## src/rtl/mc_control_fsm.sv

```systemverilog
`default_nettype none
// ============================================================================
// Module   : mc_control_fsm
// Brief    : Multi-cycle MIPS control unit. Moore outputs decoded from the
//            registered state, with a wait counter for multi-cycle memory.
// Revision : 1.0 - initial release
// ============================================================================
module mc_control_fsm #(
    parameter int OPCODE_W = 6,
    parameter int MEM_LAT  = 1,
    parameter int CNT_W    = 4
) (
    input  logic                clk,
    input  logic                reset,
    input  logic [OPCODE_W-1:0] opcode,
    output logic                pc_write,
    output logic                branch_eq,
    output logic                branch_ne,
    output logic                iord,
    output logic                mem_read,
    output logic                mem_write,
    output logic                ir_write,
    output logic                mem_to_reg,
    output logic                reg_dst,
    output logic                reg_write,
    output logic                alu_src_a,
    output logic [1:0]          alu_src_b,
    output logic [1:0]          alu_op,
    output logic [1:0]          pc_source,
    output logic                illegal_op,
    output logic                instr_done,
    output logic [3:0]          state_o
);

    localparam logic [3:0] c_st_fetch  = 4'd0;
    localparam logic [3:0] c_st_decode = 4'd1;
    localparam logic [3:0] c_st_memadr = 4'd2;
    localparam logic [3:0] c_st_memrd  = 4'd3;
    localparam logic [3:0] c_st_memwb  = 4'd4;
    localparam logic [3:0] c_st_memwr  = 4'd5;
    localparam logic [3:0] c_st_exec_r = 4'd6;
    localparam logic [3:0] c_st_rwb    = 4'd7;
    localparam logic [3:0] c_st_exec_i = 4'd8;
    localparam logic [3:0] c_st_iwb    = 4'd9;
    localparam logic [3:0] c_st_branch = 4'd10;
    localparam logic [3:0] c_st_jump   = 4'd11;

    localparam logic [OPCODE_W-1:0] c_op_rtype = OPCODE_W'(6'b000000);
    localparam logic [OPCODE_W-1:0] c_op_j     = OPCODE_W'(6'b000010);
    localparam logic [OPCODE_W-1:0] c_op_beq   = OPCODE_W'(6'b000100);
    localparam logic [OPCODE_W-1:0] c_op_bne   = OPCODE_W'(6'b000101);
    localparam logic [OPCODE_W-1:0] c_op_addi  = OPCODE_W'(6'b001000);
    localparam logic [OPCODE_W-1:0] c_op_slti  = OPCODE_W'(6'b001010);
    localparam logic [OPCODE_W-1:0] c_op_lw    = OPCODE_W'(6'b100011);
    localparam logic [OPCODE_W-1:0] c_op_sw    = OPCODE_W'(6'b101011);

    localparam logic [CNT_W-1:0] c_cnt_last = CNT_W'(MEM_LAT - 1);

    logic [3:0]       r_state;
    logic [CNT_W-1:0] r_wait_cnt;
    logic [3:0]       w_next_state;
    logic [CNT_W-1:0] w_next_cnt;
    logic             w_wait_done;
    logic             w_op_legal;

    assign w_wait_done = (r_wait_cnt == c_cnt_last);

    assign w_op_legal = (opcode == c_op_rtype) || (opcode == c_op_j)
                     || (opcode == c_op_beq)   || (opcode == c_op_bne)
                     || (opcode == c_op_addi)  || (opcode == c_op_slti)
                     || (opcode == c_op_lw)    || (opcode == c_op_sw);

    always_comb begin
        w_next_state = c_st_fetch;
        case (r_state)
            c_st_fetch:  w_next_state = w_wait_done ? c_st_decode : c_st_fetch;
            c_st_decode: begin
                if (opcode == c_op_lw || opcode == c_op_sw)
                    w_next_state = c_st_memadr;
                else if (opcode == c_op_rtype)
                    w_next_state = c_st_exec_r;
                else if (opcode == c_op_addi || opcode == c_op_slti)
                    w_next_state = c_st_exec_i;
                else if (opcode == c_op_beq || opcode == c_op_bne)
                    w_next_state = c_st_branch;
                else if (opcode == c_op_j)
                    w_next_state = c_st_jump;
                else
                    w_next_state = c_st_fetch;
            end
            c_st_memadr: w_next_state = (opcode == c_op_lw) ? c_st_memrd : c_st_memwr;
            c_st_memrd:  w_next_state = w_wait_done ? c_st_memwb : c_st_memrd;
            c_st_memwr:  w_next_state = w_wait_done ? c_st_fetch : c_st_memwr;
            c_st_exec_r: w_next_state = c_st_rwb;
            c_st_exec_i: w_next_state = c_st_iwb;
            default:     w_next_state = c_st_fetch;
        endcase
    end

    // Only the three wait states ever self-loop, so any state change restarts the count.
    assign w_next_cnt = (w_next_state == r_state) ? (r_wait_cnt + CNT_W'(1)) : '0;

    always_ff @(posedge clk) begin
        if (reset) begin
            r_state    <= c_st_fetch;
            r_wait_cnt <= '0;
        end else begin
            r_state    <= w_next_state;
            r_wait_cnt <= w_next_cnt;
        end
    end

    always_comb begin
        pc_write   = 1'b0;
        branch_eq  = 1'b0;
        branch_ne  = 1'b0;
        iord       = 1'b0;
        mem_read   = 1'b0;
        mem_write  = 1'b0;
        ir_write   = 1'b0;
        mem_to_reg = 1'b0;
        reg_dst    = 1'b0;
        reg_write  = 1'b0;
        alu_src_a  = 1'b0;
        alu_src_b  = 2'b00;
        alu_op     = 2'b00;
        pc_source  = 2'b00;
        illegal_op = 1'b0;
        instr_done = 1'b0;
        state_o    = 4'd0;
        // Outputs are forced quiet while reset is held so an aborted write never leaks.
        if (!reset) begin
            state_o = r_state;
            case (r_state)
                c_st_fetch: begin
                    mem_read = 1'b1;
                    if (w_wait_done) begin
                        ir_write  = 1'b1;
                        pc_write  = 1'b1;
                        alu_src_b = 2'b01;
                    end
                end
                c_st_decode: begin
                    alu_src_b = 2'b11;
                    if (!w_op_legal) begin
                        illegal_op = 1'b1;
                        instr_done = 1'b1;
                    end
                end
                c_st_memadr: begin
                    alu_src_a = 1'b1;
                    alu_src_b = 2'b10;
                end
                c_st_memrd: begin
                    mem_read = 1'b1;
                    iord     = 1'b1;
                end
                c_st_memwb: begin
                    reg_write  = 1'b1;
                    mem_to_reg = 1'b1;
                    instr_done = 1'b1;
                end
                c_st_memwr: begin
                    mem_write  = 1'b1;
                    iord       = 1'b1;
                    instr_done = w_wait_done;
                end
                c_st_exec_r: begin
                    alu_src_a = 1'b1;
                    alu_op    = 2'b10;
                end
                c_st_rwb: begin
                    reg_write  = 1'b1;
                    reg_dst    = 1'b1;
                    instr_done = 1'b1;
                end
                c_st_exec_i: begin
                    alu_src_a = 1'b1;
                    alu_src_b = 2'b10;
                    alu_op    = (opcode == c_op_slti) ? 2'b11 : 2'b00;
                end
                c_st_iwb: begin
                    reg_write  = 1'b1;
                    instr_done = 1'b1;
                end
                c_st_branch: begin
                    alu_src_a  = 1'b1;
                    alu_op     = 2'b01;
                    pc_source  = 2'b01;
                    instr_done = 1'b1;
                    branch_eq  = (opcode == c_op_beq);
                    branch_ne  = (opcode == c_op_bne);
                end
                c_st_jump: begin
                    pc_write   = 1'b1;
                    pc_source  = 2'b10;
                    instr_done = 1'b1;
                end
                default: begin
                    state_o = r_state;
                end
            endcase
        end
    end

endmodule
`default_nettype wire
```

## config.mk

```make
export PLATFORM = sky130hd
export DESIGN_NAME = mc_control_fsm
export DESIGN_NICKNAME = d
export VERILOG_FILES = /design/src/rtl/mc_control_fsm.sv
export SDC_FILE = /design/constraint.sdc
export NUM_CORES = 1
export LEC_CHECK = 0
export ABC_CLOCK_PERIOD_IN_PS = 1900
export CAP_MARGIN = 30
export CORE_MARGIN = 4
export CORE_UTILIZATION = 40
export DETAILED_ROUTE_END_ITERATION = 8
export GPL_TIMING_DRIVEN = 0
export PLACE_DENSITY = 0.75
export SYNTH_ARGS = -nofsm -noshare
export SYNTH_HDL_FRONTEND = slang
export SYNTH_SLANG_ARGS = --single-unit
```

## constraint.sdc

```tcl
create_clock -name clk -period 1.9 [get_ports clk]
set_input_delay 0.57 -clock clk [delete_from_list [all_inputs] [get_ports clk]]
set_output_delay 0.57 -clock clk [all_outputs]
set_load 0.03 [all_outputs]
```

==> impl_metrics.yaml, run 1 <==
yosys:
  synth_fp_nets: 136
  synthCells: 126
  synth_area_leader_cell: "dfxtp_1"
  synth_cell_type_count: 39
  async_flop_share_pct: 0
  yosys-top-cells-count: "nor2_1 (14), nor3_1 (11), clkbuf_1 (9)"
  netlist_area_um2: 883
  synth_edf_count: 0
  post-synth-top-count-cell: "nor2_1"
  synth_top_area_share_pct: 18.1
  yosysWarnings: 0
  yosys-top-cells-area: "dfxtp_1 (18%), nor3_1 (6.2%), nor2_1 (5.9%), a21oi_1 (4.0%), clkbuf_1 (3.8%)"
  synth_seq_cells: 8
  synthFlopType: "dfxtp_1"
  syn_area_per_cell_um2: 7.01
  yosysSeqAreaShare_pct: 18.1
place:
  routabilityCongestion: 0.924
  dp_slack_ns: -1.52
  dp_hpwl_um: 2380
  dp_cells: 183
  dpl-instance-area_mm2: 0.00151
  io_buffer_count: 30
clock_tree:
  ctsResizeCount: 256
  cts_buffers: 3
  cts_buffer_depth: 2
  postCtsHoldBufs: 0
  cts_root_buf: "clkbuf_4"
  cts_setup_buffers: 25
  htreeDepth: 1
  clkSinkCount: 8
status:
  stop_stage: "clock tree synthesis"
  status: "stopped before the end"
  error: "[ERROR DPL-0033] detailed placement checks failed during check placement."
floorplanning:
  io_pins: 31
  die_y_um: 55.0
  initial_utilization_pct: 43.7
  num_rows: 16
  die_x_um: 55.0
-- per-stage QoR --
step | utilization, % | hold WS [ns]
after floorplan | - | 0.424
after global placement | 74.5 | 0.432
after detailed placement | 74.5 | 0.439
-- cells by family after synthesis --
family	after synthesis	synth area share (%)
multiplexers	2	2.27
AND/OR/NAND/NOR	66	44.5
AO/OA/AOI/OAI	28	22.1
flip-flops	8	18.1
adder cells (fa/ha/maj)	2	2.83
buffers and inverters	17	7.22
XOR/XNOR	3	2.98
==> run 2: changes to the inputs <==
==> config.mk (replaced) <==
export PLATFORM = sky130hd
export DESIGN_NAME = mc_control_fsm
export DESIGN_NICKNAME = d
export VERILOG_FILES = /design/src/rtl/mc_control_fsm.sv
export SDC_FILE = /design/constraint.sdc
export NUM_CORES = 1
export LEC_CHECK = 0
export ABC_CLOCK_PERIOD_IN_PS = 2500
export CAP_MARGIN = 30
export CORE_AREA = 4 4 65 67
export DETAILED_ROUTE_END_ITERATION = 8
export DIE_AREA = 0 0 69 71
export GPL_TIMING_DRIVEN = 0
export PLACE_DENSITY_LB_ADDON = 0.15
export SYNTH_ARGS = -nofsm -noshare
export SYNTH_HDL_FRONTEND = slang
export SYNTH_SLANG_ARGS = --single-unit
==> constraint.sdc (replaced) <==
create_clock -name clk -period 2.5 [get_ports clk]
set_input_delay 0.75 -clock clk [delete_from_list [all_inputs] [get_ports clk]]
set_output_delay 0.75 -clock clk [all_outputs]
set_load 0.03 [all_outputs]
==> impl_metrics.yaml, run 2 <==
status:
  status: "finished with violations"
  violations: "setup timing"
clock_tree:
  clkSlewWorstSetupHoldPaths_ns: 0.04
  cts_buffers: 3
  cts_root_buf: "clkbuf_8"
  postCtsHoldBufs: 0
  cts_tree: "built"
  cts_buffer_depth: 2
  htreeDepth: 1
  clock_latency_ns: 0.23
  clkSinkCount: 8
power_and_ir_drop:
  leakage_nw: 0.642
  pwr-share-clk_pct: 24.9
  p_int_uw: 391
  power_frac_seq_pct: 23.9
  p_per_area_mw_per_mm2: 378
  p_switching_uw: 246
  power_frac_comb_pct: 51.1
  peakVddDrop_uv: 137
  swShare_pct: 38.6
floorplanning:
  num_rows: 22
  die_y_um: 71
  initial_utilization_pct: 24.3
  io_pins: 31
  dieArea_mm2: 0.00490
  core_mm2: 0.00363
  die_x_um: 69
critical_path:
  cp.required_ns: 1.75
  path_class: "primary input to output pin"
  reg2reg_setup_slack_ns: 0.12
  crit_path_end_kind: "output pin"
  ff2ff_path_depth: 10
  r2r_end: "r_wait_cnt[0]"
  r2r-start: "r_wait_cnt[0]"
  startpoint_type: "primary input"
  arrival_ns: 1.91
  path_max_fanout: 3
yosys:
  synth_edf_count: 0
  synth-adder-area-share_pct: 2.83
  netlist_area_um2: 883
  synth_cell_type_count: 39
  synthFlopType: "dfxtp_1"
  yosys-top-cells-count: "nor2_1 (14), nor3_1 (11), clkbuf_1 (9)"
  synth-simple-area-share_pct: 44.5
  synth_top_area_share_pct: 18.1
  synthCells: 126
  synth.area.mux_share_pct: 2.27
  syn_area_per_cell_um2: 7.01
  synth_area_leader_cell: "dfxtp_1"
  yosys-top-cells-area: "dfxtp_1 (18%), nor3_1 (6.2%), nor2_1 (5.9%), a21oi_1 (4.0%), clkbuf_1 (3.8%)"
  yosysWarnings: 0
  synth_compound_area_share_pct: 22.1
  yosysSeqAreaShare_pct: 18.1
  synth_xor_area_share_pct: 2.97
  synth_fp_nets: 136
  async_flop_share_pct: 0
  synth_top_family_by_area: "simple AND/OR/NAND/NOR gates"
  post-synth-top-count-cell: "nor2_1"
  synth_seq_cells: 8
min_path:
  min_to: "r_wait_cnt[0]"
  hold_depth: 1
  hp-start: "r_wait_cnt[0]"
  min_path_type: "register to register"
sta:
  period_share_pct: 106
  maxSlewViolCount: 0
  clock_skew_ns: 0.00161
  finalSetupViolations: 6
  max_freq_ghz: 0.376
  worstMarginPinSlew_ns: 0.557
  hold_ws_ns: 0.443
  rsz0062_at_grt: "yes"
  setup_ws_ns: -0.160
  finalHoldViolCount: 0
  finalCriticalPeriod_ns: 2.66
  relSlewSlack_pct: 62.4
routing:
  wl_um: 3380
  drt_iter0_markers: 113
  drtPass1Iterations: 4
  antenna_left: 0
  viasPerCell: 5.18
  vias: 1145
  drc: 0
  wl_per_cell_um: 15.3
cells_and_area:
  syn2layout_area_growth_pct: 90.5
  multi_input_area_um2: 882
  num_antenna_cells: 0
  layout_commonest_cell: "buf_4"
  fin_nets: 185
  drive_gt1_share_pct: 57.2
  nFillCells: 362
  final_cell_area_mm2: 0.00168
  seq_area_um2: 169
  top_regs: "r_state (4), r_wait_cnt (4)"
  layout_common_cells: "buf_4 (19), nor2_1 (11), buf_6 (10)"
run:
  drv_cap: 0
global_route:
  grt_pass1_vias: 1137
  antenna_found_initial: 0
  track_usage_pct: 13.4
  overflow: 0
  grt_pass1_wl_um: 5470
  grt_max_degree: 11
place:
  dpl-instance-area_mm2: 0.00137
  dp_hpwl_um: 2340
  routabilityCongestion: 0.816
  io_buffer_count: 30
## run 2: cell counts after synthesis
No cell type changed its count.
## run 2: how the worst max path moves through the flow
stage | from | to | slack, ns
finish | opcode[3] | branch_eq | -0.16
global route | opcode[3] | branch_eq | -0.19
CTS | opcode[2] | instr_done | -0.15
detailed placement | opcode[0] | alu_op[0] | -1.28
global placement | opcode[0] | alu_op[0] | -1.24
floorplan | opcode[0] | alu_op[0] | -0.23
## run 2: per-layer routing
layer / GRT usage (%) / vias up / share of wire [%]
li1: - / 561 / -
met1: 15.6 / 537 / 42
met2: 24.4 / 41 / 51
met3: 1.85 / 6 / 5.3
met4: 5.86 / 0 / 2.0
met5: 0 / - / 0
## run 2: power by group through the flow
stage | clock [mW] | combinational (mW) | sequential (mW)
6_report | 0.159 | 0.326 | 0.152
5_1_grt | 0.173 | 0.347 | 0.154
4_1_cts | 0.163 | 0.300 | 0.151
3_5_place_dp | 0 | 0.281 | 0.144
3_3_place_gp | 0 | 0.280 | 0.143
2_1_floorplan | 0 | 0.189 | 0.142
## run 2: layout make-up
cell class                 count  area share (%)
clock buffer                   3            2.45
tap                           48            3.57
sequential                     8            10.0
multi-input combinational    101            52.4
buffer                         7            4.31
inverter                       6            1.56
timing repair buffer          48            25.7
## run 2: per-stage QoR
step / power, mW / TNS, ns / setup WS (ns) / instances / util [%]
final: 0.637 / -0.698 / -0.160 / 221 / 46.3
after global routing: 0.674 / -0.979 / -0.193 / 221 / 46.3
after CTS: 0.614 / -0.652 / -0.151 / 212 / 43.8
after detailed placement: 0.424 / -25.80 / -1.28 / 204 / 37.8
after global placement: 0.423 / -25.49 / -1.24 / 204 / 37.8
after floorplan: 0.331 / -0.655 / -0.235 / 126 / -
## run 2: what timing repair did
action,in CTS,in global routing
pin swaps,15,7
gates resized for setup,182,19
cloned,1,0
setup endpoints to repair,28,13
setup buffers,8,9
## run 2: kinds of logic (layout without fill, tap and decap cells)
family	count (synthesis)	count (layout)
compound gates	28	28
xor+xnor	3	3
fa+ha+maj	2	2
buf+inv	17	64
flops	8	8
mux	2	2
simple gates	66	66
## run 2: critical path: stages
cell and delay [ns]:
buf_8 0.10, or4b_4 0.58, nor4_4 0.28, buf_4 0.19
Note: power is estimated with default switching activity, not from simulation.
==> run 3: changes to the inputs <==
--- a/config.mk
+++ b/config.mk
@@ -6,7 +6,7 @@
 export NUM_CORES = 1
 export LEC_CHECK = 0
 export ABC_CLOCK_PERIOD_IN_PS = 2500
-export CAP_MARGIN = 30
+export CAP_MARGIN = 20
 export CORE_AREA = 4 4 65 67
 export DETAILED_ROUTE_END_ITERATION = 8
 export DIE_AREA = 0 0 69 71
==> results of run 3 <==
No change in the layout: final DEF, timing and power equal those of run 2.
==> patch 1 (settings of run 2) <==
`OPCODE_W`: 6 -> 3.
--- a/src/rtl/mc_control_fsm.sv
+++ b/src/rtl/mc_control_fsm.sv
@@ -7,5 +7,5 @@
 // ============================================================================
 module mc_control_fsm #(
-    parameter int OPCODE_W = 6,
+    parameter int OPCODE_W = 3,
     parameter int MEM_LAT  = 1,
     parameter int CNT_W    = 4
Interface: changed (resized opcode); port bits go from 31 to 28. The function was not compared with the original's and may differ.
==> patch 1 against run 2 <==
- the run still ends with setup timing left
- via count shrank 13%
- combinational power down 18%
- non-clock buffer count decreased by 13
- routed wire length shrank 14%
- sequential cell count unchanged
- global-route usage decreased by 1.4 points
- worst setup slack improved by 0.11 ns
- synthesized area decreased by 7.4%
- sequential power decreased by 5%
- final area down 21%
- first-iteration DRC count is 63% lower
- critical path depth did not move
- total power decreased by 11%
- largest power group unchanged
- highest routed layer unchanged
==> patch 1: results (changes against run 2) <==
outcome: finished with violations
failing checks: setup timing
ANT nets after route: 0 (unchanged)
# setup viols final: 2 (-4)
Clock Tree Root: clkbuf_8
YS warnings: 0 (unchanged)
Reg2Reg Capture Point: r_wait_cnt[2]$_SDFF_PP0_
Synth cell types: 43 (+10%)
Reg2Reg Depth: 8 (-2)
Crit path arrival time: 1.80 ns (-0.11 ns)
first-pass GRT wire length: 4900 um (-10%)
GRT Total Usage: 12.0% (-1.4 points)
HP Class: reg2reg
leakage: 0.520 nW (-19%)
# H-tree levels: 1 (unchanged)
synth cell count leaders: nor2_1 (14), dfxtp_1 (8), nor3_1 (8)
hold path start: r_wait_cnt[0]$_SDFF_PP0_
initial antenna violation count: 0 (unchanged)
Crit-path slowest cell: or3b_4
async set-reset flop share out of synthesis: 0% (unchanged)
most area-consuming cells after synthesis: dfxtp_1 (20%), nor2_1 (6.4%), a211oi_1 (5.5%), nor3_1 (4.9%), nand2b_1 (3.8%)
Worst Hold Depth: 2 (+1)
Setup TNS Final: -0.0541 ns (+0.644 ns)
Num CTS Buffers: 3 (unchanged)
clock latency on the worst-skew pair: 0.23 ns (about the same)
Ant. Diodes: 0 (unchanged)
layout cells sized above 1: 47.1% (-10 points)
Worst Path Max Fanout: 4 (+1)
DPL Wire Length: 2100 um (-9.9%)
flop2flop setup slack: 0.72 ns (+0.60 ns)
CTS clk-pin slew, worst paths: 0.04 ns (about the same)
DRT iter0 DRCs: 42 (-63%)
WHS Endpoint: r_wait_cnt[0]$_SDFF_PP0_
Worst path max stage delay: 0.42 ns (-0.16 ns)
R2R Path Start: r_wait_cnt[1]$_SDFF_PP0_
register area share after synthesis: 19.6% (+1.4 points)
total number of vias: 997 (-13%)
total iterations of the first detailed-routing run: 4 (unchanged)
final worst slack: -0.0485 ns (+0.112 ns)
dpl cell area: 0.00121 mm2 (-12%)
fillcell total: 397 (+9.7%)
Net count, final: 162 (-12%)
largest net degree at the start of global routing: 11 (unchanged)
gp weighted congestion: 0.779 (-4.6%)
CTS max path bufs: 2 (unchanged)
Slew @ Worst Pin: 0.445 ns (-0.112 ns)
commonest non-fill, non-tap cell in the layout: buf_4
largest registers: r_state (4), r_wait_cnt (4)
IR drop worst, VDD: 0.000124 V (-9.5%)
CP top delay family: simple AND/OR/NAND/NOR gates
syn nets: 121 (-11%)
I/O Buffers: 27 (-10%)
routed wire length per instance: 14.4 um (-5.5%)
Setup Skew: 0.000217 ns (-0.00139 ns)
patch 1: cell count changes after synthesis, sizes merged, moves of 2 or more:
cell,change
and2,+2
nand4,+2
a21oi,-3
nand2b,+2
nor4b,-2
nor3,-4
or3,-2
or4,-2
a211oi,+4
buf,+3
clkbuf,-8
o211a,-2
nand3,-3
o311a,-2
patch 1: power by group:
| part | total [mW] | switching, mW | internal, mW |
|---|---|---|---|
| registers | 0.145 | 0.00953 | 0.135 |
| clock network | 0.154 | 0.0502 | 0.104 |
| logic | 0.268 | 0.167 | 0.100 |
| total | 0.567 | 0.227 | 0.339 |
patch 1: layout make-up:
| type | count | area [um2] | share of cell area (%) |
|---|---|---|---|
| multi-input cells | 93 | 717 | 54.1 |
| repair buffers | 36 | 275 | 20.8 |
| flip-flops and latches | 8 | 163 | 12.3 |
| well taps | 48 | 60.1 | 4.53 |
| plain buffers | 6 | 43.8 | 3.30 |
| clock buffers | 3 | 41.3 | 3.11 |
| inverters | 7 | 26.3 | 1.98 |
patch 1: how the worst max path moves through the flow:
stage | from | endpoint | slack, ns | cells after the start
2_1_floorplan | reset | iord | -0.19 | 2
3_3_place_gp | reset | reg_write | -1.14 | 5
3_5_place_dp | reset | reg_write | -1.14 | 5
4_1_cts | opcode[2] | alu_op[0] | -0.10 | 4
5_1_grt | opcode[2] | alu_op[1] | -0.08 | 6
6_report | opcode[2] | alu_op[0] | -0.05 | 4
patch 1: cells by family (layout without fill, tap and decap cells):
family	Yosys count	in the layout	share of synthesized area [%]
simple gates	59	59	41.7
compound gates	27	27	23.4
buf+inv	13	52	6.57
flops	8	8	19.6
xor+xnor	3	3	3.21
fa+ha+maj	2	2	3.06
mux	2	2	2.45
patch 1: through the flow:
| stage | std cells | worst slack, ns | utilization [%] | power [mW] | hold WS (ns) |
|---|---|---|---|---|---|
| 4_1_cts | 197 | -0.101 | 35.8 | 0.568 | 0.483 |
| 3_3_place_gp | 189 | -1.14 | 33.4 | 0.400 | 0.472 |
| 5_1_grt | 201 | -0.0771 | 36.5 | 0.599 | 0.529 |
| 2_1_floorplan | 114 | -0.188 | - | 0.314 | 0.445 |
| 6_report | 201 | -0.0485 | 36.5 | 0.567 | 0.504 |
| 3_5_place_dp | 189 | -1.14 | 33.4 | 0.399 | 0.478 |
patch 1: worst min-delay path: stages, from the launching register on:
cell	delay (ns)
dfxtp_2	0.32
buf_4	0.11
a211oi_1	0.04
patch 1: what timing repair did:
item,CTS,global route
hold buffers,0,0
gates resized for setup,140,22
buffers inserted,5,4
pin swaps,5,7
gates cloned,0,0
endpoints found under the setup margin,23,17
patch 1: metal layers:
layer / track usage (%) / share of wire [%]
met4: 5.64 / 1.7
met3: 1.70 / 2.3
met1: 15.2 / 47
met2: 20.1 / 49
met5: 0 / 0
==> patch 2 (config.mk and constraints of run 2) <==
Without the edit above. Reset style: asynchronous (`reset`), changed in one clocked block.
--- a/src/rtl/mc_control_fsm.sv
+++ b/src/rtl/mc_control_fsm.sv
@@ -101,5 +101,5 @@
     assign w_next_cnt = (w_next_state == r_state) ? (r_wait_cnt + CNT_W'(1)) : '0;
 
-    always_ff @(posedge clk) begin
+    always_ff @(posedge clk or posedge reset) begin
         if (reset) begin
             r_state    <= c_st_fetch;
Function: same outputs for any inputs over 10 cycles, from zero or initial values and one cycle with reset high; that may be too few to reach the edited logic, so the function may still have changed.
==> patch 2 against run 2 <==
- the run still ends with setup timing left
- critical endpoint is now branch_ne
- synthesized area grew 14%
- first-iteration DRC count decreased by 35%
- worst setup slack better by 0.058 ns
- routed wire length grew 14%
- sequential share of layout area grew 1.3 points
- sequential cell count did not move
- non-clock buffer count rose by 1
- critical path depth is the same
- highest routed layer unchanged
- final area up 6.2%
Power is not compared: it rests on default switching activity, and its combinational part moved more than twofold at a synthesized area within 25%.
==> patch 2: results (changes against run 2) <==
outcome: finished with violations
failing checks: setup timing
Signal buffers: 56 (+1.8%)
area of the multi-input gates: 977 um2 (+11%)
total number of vias: 1,287 (+12%)
Crit path arrival time: 1.85 ns (-0.06 ns)
post-synthesis instance area: 0.00101 mm2 (+14%)
first-pass GRT wire length: 6280 um (+15%)
GRT met1 Usage: 20.3% (+4.8 points)
WL met3: 168 um (-6.7%)
WHS Endpoint: r_wait_cnt[0]$_DFF_PP0_
pre-CTS setup slack: -1.27 ns (+0.00642 ns)
flop2flop setup slack: 0.32 ns (+0.20 ns)
Setup TNS Final: -0.221 ns (+0.477 ns)
# setup viols final: 5 (-1)
placed cells: 212 (+3.9%)
Vias per Instance: 5.57 (+7.5%)
Worst Path Max Fanout: 5 (+2)
hold path start: r_wait_cnt[0]$_DFF_PP0_
async set-reset flop share out of synthesis: 100% (+100 points)
Setup Skew: 0.00155 ns (-0.0000546 ns)
Gate Count Post-Synth: 135 (+7.1%)
met3 Usage GRT: 2.13% (+0.28 points)
DRT iter0 DRCs: 73 (-35%)
#MultiIn Comb: 108 (+6.9%)
dpl cell area: 0.00148 mm2 (+7.8%)
DPL Wire Length: 2680 um (+14%)
grt met2 use: 26.2% (+1.8 points)
final total power: 1.33 mW
fin util: 49.2% (+2.9 points)
R2R Path Start: r_wait_cnt[1]$_DFF_PP0_
layout cells sized above 1: 51.9% (-5.3 points)
buffering overhead: 26.0% (-3.9 points)
I/O Buffers: 29 (-3.3%)
gp weighted congestion: 0.911 (+12%)
Slew @ Worst Pin: 0.585 ns (+0.0286 ns)
most area-consuming cells after synthesis: dfrtp_1 (20%), nor4_1 (6.2%), nor2_1 (5.6%), nand2b_1 (4.3%), a21oi_1 (3.5%)
wl on met1: 1740 um (+23%)
non-clock inverter count: 8 (+2)
Reg2Reg Depth: 8 (-2)
Reg2Reg Capture Point: r_wait_cnt[3]$_DFF_PP0_
Post-Route WL: 3850 um (+14%)
register area share after synthesis: 19.8% (+1.7 points)
final worst slack: -0.102 ns (+0.0584 ns)
synth cell count leaders: nor2_1 (15), nor4_1 (10), dfrtp_1 (8)
Hold WS: 0.639 ns (+0.197 ns)
GRT Total Usage: 15.4% (+2.0 points)
fillcell total: 372 (+2.8%)
Net count, final: 195 (+5.4%)
syn nets: 145 (+6.6%)
# H-tree levels: 1 (unchanged)
number of global-route vias before repair: 1,232 (+8.4%)
Synth cell types: 51 (+31%)
Clock Tree Root: clkbuf_8
Storage cell area: 203 um2 (+20%)
met2 WL: 1890 um (+11%)
## patch 2: how the worst max path moves through the flow
stage / startpoint / endpoint / slack [ns]
6_report: opcode[3] / branch_ne / -0.10
5_1_grt: r_wait_cnt[1]$_DFF_PP0_ / pc_write / -0.12
4_1_cts: opcode[3] / branch_ne / -0.11
3_5_place_dp: opcode[0] / instr_done / -1.27
3_3_place_gp: opcode[0] / instr_done / -1.25
2_1_floorplan: opcode[4] / alu_op[0] / -0.09
## patch 2: kinds of logic after synthesis
| kind of cell | count (synthesis) | share of synthesized area (%) |
|---|---|---|
| adder cells (fa/ha/maj) | 2 | 2.48 |
| flip-flops | 8 | 19.8 |
| XOR/XNOR | 3 | 2.60 |
| AO/OA/AOI/OAI | 34 | 26.5 |
| multiplexers | 1 | 0.991 |
| AND/OR/NAND/NOR | 68 | 39.5 |
| buffers and inverters | 19 | 8.05 |
## patch 2: timing repair
action                                  CTS  global route
pin swaps                                15            10
endpoints found under the setup margin   27            19
setup buffers                            12             5
cloned                                    0             0
resized for setup                       178            36
